`src/rtl/mmu_ctx_sequencer.sv`:
```
// mmu_ctx_sequencer: shadow page-table context burst engine and live-map write arbiter.
// Optional MMU_CTX_IRQ_EN adds irq/irq_ack completion interrupt.
module mmu_ctx_sequencer #(
  parameter int NCTX = 4,
  parameter int ENTRY_W = 3,
  parameter int NPAGES = 8,
  localparam int CW = $clog2(NCTX)
) (
  input  logic               clk,
  input  logic               reset,
  input  logic               cpu_wr,
  input  logic [2:0]         cpu_adr,
  input  logic [ENTRY_W-1:0] cpu_data,
  input  logic               map_unlock,
  input  logic               shd_wr,
  input  logic [CW-1:0]      shd_ctx,
  input  logic [2:0]         shd_adr,
  input  logic [ENTRY_W-1:0] shd_data,
  input  logic               ctx_go,
  input  logic [CW-1:0]      ctx_sel,
  output logic               mm_we,
  output logic [2:0]         mm_adr,
  output logic [ENTRY_W-1:0] mm_data,
  output logic               busy,
  output logic               done,
  output logic               cpu_wait,
  output logic               go_ovr
`ifdef MMU_CTX_IRQ_EN
  ,
  input  logic               irq_ack,
  output logic               irq
`endif
);
  typedef enum logic [1:0] {IDLE, DEFER, LOAD, FIN} state_t;
  state_t state, state_nx;
  logic [2:0] idx;
  logic [CW-1:0] ctx;
  logic pend, iss, ovr, last, take, direct, flush;
  logic [2:0] pend_adr, iss_adr;
  logic [ENTRY_W-1:0] pend_data, iss_data;
  logic [ENTRY_W-1:0] shadow [NCTX][NPAGES];
  // DEFER gives a same-edge CPU write the port before the burst starts
  always_comb begin
    state_nx = state == IDLE  ? (ctx_go ? (cpu_wr ? DEFER : LOAD) : IDLE) :
               state == DEFER ? LOAD :
               state == LOAD  ? (last ? FIN : LOAD) : IDLE;
    last   = state == LOAD && idx == 3'(NPAGES - 1);
    take   = cpu_wr && !pend && (state == DEFER || state == LOAD);
    direct = cpu_wr && map_unlock && (state == IDLE || (state == FIN && !pend));
    flush  = last && map_unlock && (pend || cpu_wr);
  end
  assign busy     = state == LOAD;
  assign done     = state == FIN;
  assign cpu_wait = pend;
  assign go_ovr   = ovr;
  assign mm_we    = busy | iss;
  assign mm_adr   = busy ? idx : iss_adr;
  assign mm_data  = busy ? shadow[ctx][idx] : iss_data;
  always_ff @(posedge clk or negedge reset)
    if (!reset) begin
      state     <= IDLE;
      idx       <= '0;
      ctx       <= '0;
      pend      <= 1'b0;
      pend_adr  <= '0;
      pend_data <= '0;
      iss       <= 1'b0;
      iss_adr   <= '0;
      iss_data  <= '0;
      ovr       <= 1'b0;
      for (int c = 0; c < NCTX; c++)
        for (int p = 0; p < NPAGES; p++)
          shadow[c][p] <= ENTRY_W'(p != 0);
    end else begin
      state <= state_nx;
      idx   <= busy ? idx + 3'd1 : 3'd0;
      if (state == IDLE && ctx_go) ctx <= ctx_sel;
      pend <= state == FIN ? 1'b0 : pend | take;
      if (take) begin
        pend_adr  <= cpu_adr;
        pend_data <= cpu_data;
      end
      iss <= direct | flush;
      if (direct | flush) begin
        iss_adr  <= flush && pend ? pend_adr : cpu_adr;
        iss_data <= flush && pend ? pend_data : cpu_data;
      end
      if (ctx_go && state != IDLE) ovr <= 1'b1;
      if (shd_wr) shadow[shd_ctx][shd_adr] <= shd_data;
    end
`ifdef MMU_CTX_IRQ_EN
  always_ff @(posedge clk or negedge reset)
    if (!reset) irq <= 1'b0;
    else irq <= state_nx == FIN || (irq && !irq_ack);
`endif
endmodule

```
`config.mk`:
```
export PLATFORM = sky130hd
export DESIGN_NAME = mmu_ctx_sequencer
export DESIGN_NICKNAME = d
export VERILOG_FILES = /design/src/rtl/mmu_ctx_sequencer.sv
export SDC_FILE = /design/constraint.sdc
export NUM_CORES = 1
export LEC_CHECK = 0
export ABC_AREA = 1
export CAP_MARGIN = 25
export CORE_ASPECT_RATIO = 2
export CORE_MARGIN = 2
export CORE_UTILIZATION = 30
export CTS_BUF_LIST = sky130_fd_sc_hd__clkbuf_8
export DETAILED_ROUTE_END_ITERATION = 6
export SLEW_MARGIN = 20
export SYNTH_ARGS = -nofsm -noshare
export SYNTH_HDL_FRONTEND = slang
export SYNTH_SLANG_ARGS = --single-unit
```
`constraint.sdc`:
```
create_clock -name clk -period 1.5 [get_ports clk]
set_input_delay 0.15 -clock clk [delete_from_list [all_inputs] [get_ports clk]]
set_output_delay 0.15 -clock clk [all_outputs]
set_load 0.005 [all_outputs]
```
==> parameters.txt <==
Parameter                              Value

Clock network
  Max H-tree Level    4
  Number of buffers added by the clock tree synthesis step    17
  CTS tree    built
  Insertion delay to the later sink of the worst-skew pair    450 ps
  Count of clock tree sinks    ~120
  Clock tree root driver cell    sky130_fd_sc_hd__clkbuf_8
  Largest buffer count on any clock path    2
  CTS clk-pin slew, worst paths    ~70 ps

STA
  Final period util    1.39
  Final Setup Violations    24
  Setup Skew    roughly 14 ps
  Max-slew violation total from the final report    0
  RSZ-0062 raised after global routing    yes
  Count of endpoints failing hold in the final timing report    0
  Upper clock frequency limit    around 480 MHz
  Setup slack of the critical path after layout    -586 ps
  Final Critical Period    around 2100 ps
  Slew @ Worst Pin    about 400 ps
  Max transition margin    0.735

Cells and area
  Post-layout nets    898
  Synth-to-Final Area Change    42.2%
  Register area    around 0.003 sq mm
  Most frequent standard cell in the layout excluding fill and tap cells    sky130_fd_sc_hd__nand2_1
  Post-Layout Cell Count    about 1100
  Post-route cell area    0.00829 sq mm
  Top library cells by usage in the layout, fill and taps aside    248 x sky130_fd_sc_hd__nand2_1, 88 x sky130_fd_sc_hd__dfrtp_1, 87 x sky130_fd_sc_hd__inv_1
  Share of post-route cells with drive strength above 1    0.316
  Antenna cells    0
  Layout filler cell count    roughly 1900
  Combined area of the multi-input logic cells    between 0.002 and 0.003 sq mm

Global routing
  Vias in the first global route    between 5000 and 6000
  Pin count of the biggest net entering global routing    40
  Global-route wire length before repair    approximately 30000 microns
  Antenna violations before repair    0
  Global router's overall resource usage    0.192
  Aggregate global routing overflow    0

Placement
  Worst Setup Slack post-DPL    -518 ps
  Buffers on Ports    32
  Placed insts    between 1000 and 1500
  Weighted congestion at the end of routability-driven global placement    ~0.85
  HPWL after detailed placement    12300 microns
  Area post-placement    a little under 0.007 sq mm

Logic synthesis
  Number of unique standard cell types used by synthesis    24
  Number of nets in the synthesized netlist    between 700 and 800
  Sequential-to-total area share from yosys stat    0.512
  Cell type contributing the most total cell area after synthesis    sky130_fd_sc_hd__dfrtp_1
  Post-synthesis cell count    ~760
  Cell area after synthesis    roughly 0.006 sq mm
  Avg Cell Area, Syn    7.68 sq um
  Number of synthesized register bits    approximately 120
  Warnings, synthesis    0
  Post-synth top area share    0.386
  Leading cell types by total area after synthesis    sky130_fd_sc_hd__dfrtp_1 39%, sky130_fd_sc_hd__nand2_1 17%, sky130_fd_sc_hd__dfstp_2 13%

Power
  Power density of the placed cells    between 1500 and 2000 mW/mm^2
  Static leakage power    between 3 and 4 nW
  Sw frac    0.384
  Switching power summed over all nets    5.39 mW
  Power Internal    ~8.6 mW
  Sequential fraction of design power    0.317
  Gate power share    0.459
  Portion of total power attributed to the clock network    0.223
  Largest voltage drop on the vdd net    roughly 1.1 mV

Floorplan
  Floorplan die area    0.0206 sq mm
  Ports    33
  Vert. Die Dim    between 200 and 250 microns
  Starting utilization of the core area    0.304
  Width of the chip    about 100 microns
  Std-Cell Core Area    around 0.019 sq mm
  Standard-cell row count    just over 70

Status
  Violations in the final reports    negative setup slack
  Run status    finished, violations left

Routing
  Antenna violation net count after detailed routing    0
  Via density per instance    between 4 and 5
  DRC Markers    0
  Total Wirelength    19200 microns
  DR pass1 iterations    6
  Mean routed wirelength per cell    ~17 microns
  Via count    ~5600
  Iter 0 DRT Violations    roughly 350

Critical path
  Worst path max stage delay    between 400 and 500 ps
  Type of destination of the critical path    output port
  Required time of the critical path    approximately 1400 ps
  Crit-path max FO    6
  Worst Path Buf+Inv    4
  Worst-path cell chain    buf_6 > clkinv_8 > buf_8 > nand2_1 > nand3_2 > nand3_2 > nand3_2 > nand2_1 > nand2_1 > nand3_1 > buf_2
  FF-to-FF path depth    10
  Data arrival time of the critical path    1940 ps
  Worst reg2reg setup slack    -310 ps
  Delay-heaviest family, CP    simple AND/OR/NAND/NOR gates
  Reg-to-reg critical path endpoint    iss_adr[0]
  Reg2reg start    state[0]
  Highest-delay cell along the critical path    sky130_fd_sc_hd__dfrtp_2
  CP startpoint kind    register
  Crit Path Class    reg2out

Min path
  Worst hold path type    in2async

Run
  Max Cap Violations    0
## routing by layer
layer	track usage	part of all wire	vias up
li1	-	-	2638
met1	0.187	0.34	2665
met2	0.340	0.55	179
met3	0.0361	0.036	79
met4	0.151	0.076	0
met5	0	0	-
## how the worst max path moves through the flow
stage,slack [ps],end,cells after the start,startpoint
6_report,-590,mm_data[2],11,ctx[0]
4_1_cts,-660,mm_data[1],12,ctx[0]
3_5_place_dp,-520,mm_data[2],10,ctx[0]
3_3_place_gp,-490,mm_data[1],10,ctx[0]
5_1_grt,-680,mm_data[0],11,ctx[0]
2_1_floorplan,10,iss_adr[0],9,state[0]
## state kept, by name, summed over array words and instances, names as in the netlist
name       flops
shadow        96
idx            3
iss_adr        3
iss_data       3
pend_adr       3
pend_data      3
ctx            2
state          2
cpu_wait       1
go_ovr         1
iss            1
## worst reg2reg max path, cell delays in order, from the launching register on
cell	delay, ps
sky130_fd_sc_hd__dfrtp_1	410
sky130_fd_sc_hd__inv_2	100
sky130_fd_sc_hd__ha_4	170
sky130_fd_sc_hd__buf_6	110
sky130_fd_sc_hd__buf_6	120
sky130_fd_sc_hd__buf_6	110
sky130_fd_sc_hd__nand2_4	50
sky130_fd_sc_hd__nor2_4	190
sky130_fd_sc_hd__nand2_4	110
sky130_fd_sc_hd__o21ai_4	150
sky130_fd_sc_hd__o221ai_2	160
## synth_stat cells
cell and instances:
sky130_fd_sc_hd__inv_2 8, sky130_fd_sc_hd__clkbuf_1 21, sky130_fd_sc_hd__nor2_2 4, sky130_fd_sc_hd__nand3_1 71, sky130_fd_sc_hd__o21ai_0 87, sky130_fd_sc_hd__o21ai_1 14
sky130_fd_sc_hd__nor2_1 29, sky130_fd_sc_hd__a21o_1 1, sky130_fd_sc_hd__nor3_1 3, sky130_fd_sc_hd__inv_1 89, sky130_fd_sc_hd__nor4_2 3, sky130_fd_sc_hd__nor3_2 9
sky130_fd_sc_hd__or2_2 1, sky130_fd_sc_hd__a21oi_1 11, sky130_fd_sc_hd__buf_2 8, sky130_fd_sc_hd__o221ai_1 6, sky130_fd_sc_hd__buf_1 2, sky130_fd_sc_hd__nand2_1 264
sky130_fd_sc_hd__o32ai_1 1, sky130_fd_sc_hd__clkbuf_2 1, sky130_fd_sc_hd__dfrtp_1 90, sky130_fd_sc_hd__ha_1 6, sky130_fd_sc_hd__o211ai_1 2, sky130_fd_sc_hd__dfstp_2 28
## cell type report
class,instances,share of cell area
flip-flops and latches,118,0.361
multi-input cells,514,0.349
repair buffers,122,0.154
inverters,97,0.0457
well taps,259,0.0391
clock buffers,20,0.0332
clock inverters,12,0.0184
## logic make-up after synthesis
logic type | share of synthesized area
buf+inv | 0.0850
fa+ha+maj | 0.0129
simple gates | 0.279
flops | 0.512
compound gates | 0.110
## per-stage QoR
stage / power, mW / TNS, ps / hold slack (ps) / util
after floorplan: 7.07 / 0 / -146 / -
after global placement: 9.00 / -12780 / 107 / 0.363
after detailed placement: 9.06 / -14050 / 105 / 0.363
after CTS: 13.5 / -5000 / 164 / 0.414
after global routing: 14.8 / -6910 / 195 / 0.432
final: 14.0 / -5700 / 166 / 0.432
## power groups by stage
stage / logic (mW) / clock network [mW] / registers [mW]
5_1_grt: 7.00 / 3.32 / 4.52
6_report: 6.44 / 3.13 / 4.45
3_5_place_dp: 4.59 / 0 / 4.47
4_1_cts: 5.84 / 3.18 / 4.43
3_3_place_gp: 4.55 / 0 / 4.45
2_1_floorplan: 2.74 / 0 / 4.33
## timing repair
item / 4_1_cts / 5_1_grt
hold endpoints to repair: 89 / 0
pin swaps: 23 / 27
setup buffers: 17 / 7
endpoints found under the setup margin: 17 / 28
hold buffers: 1 / 0
resized for setup: 104 / 82
gates cloned: 6 / 2
Note: power is estimated with default switching activity, not from simulation.
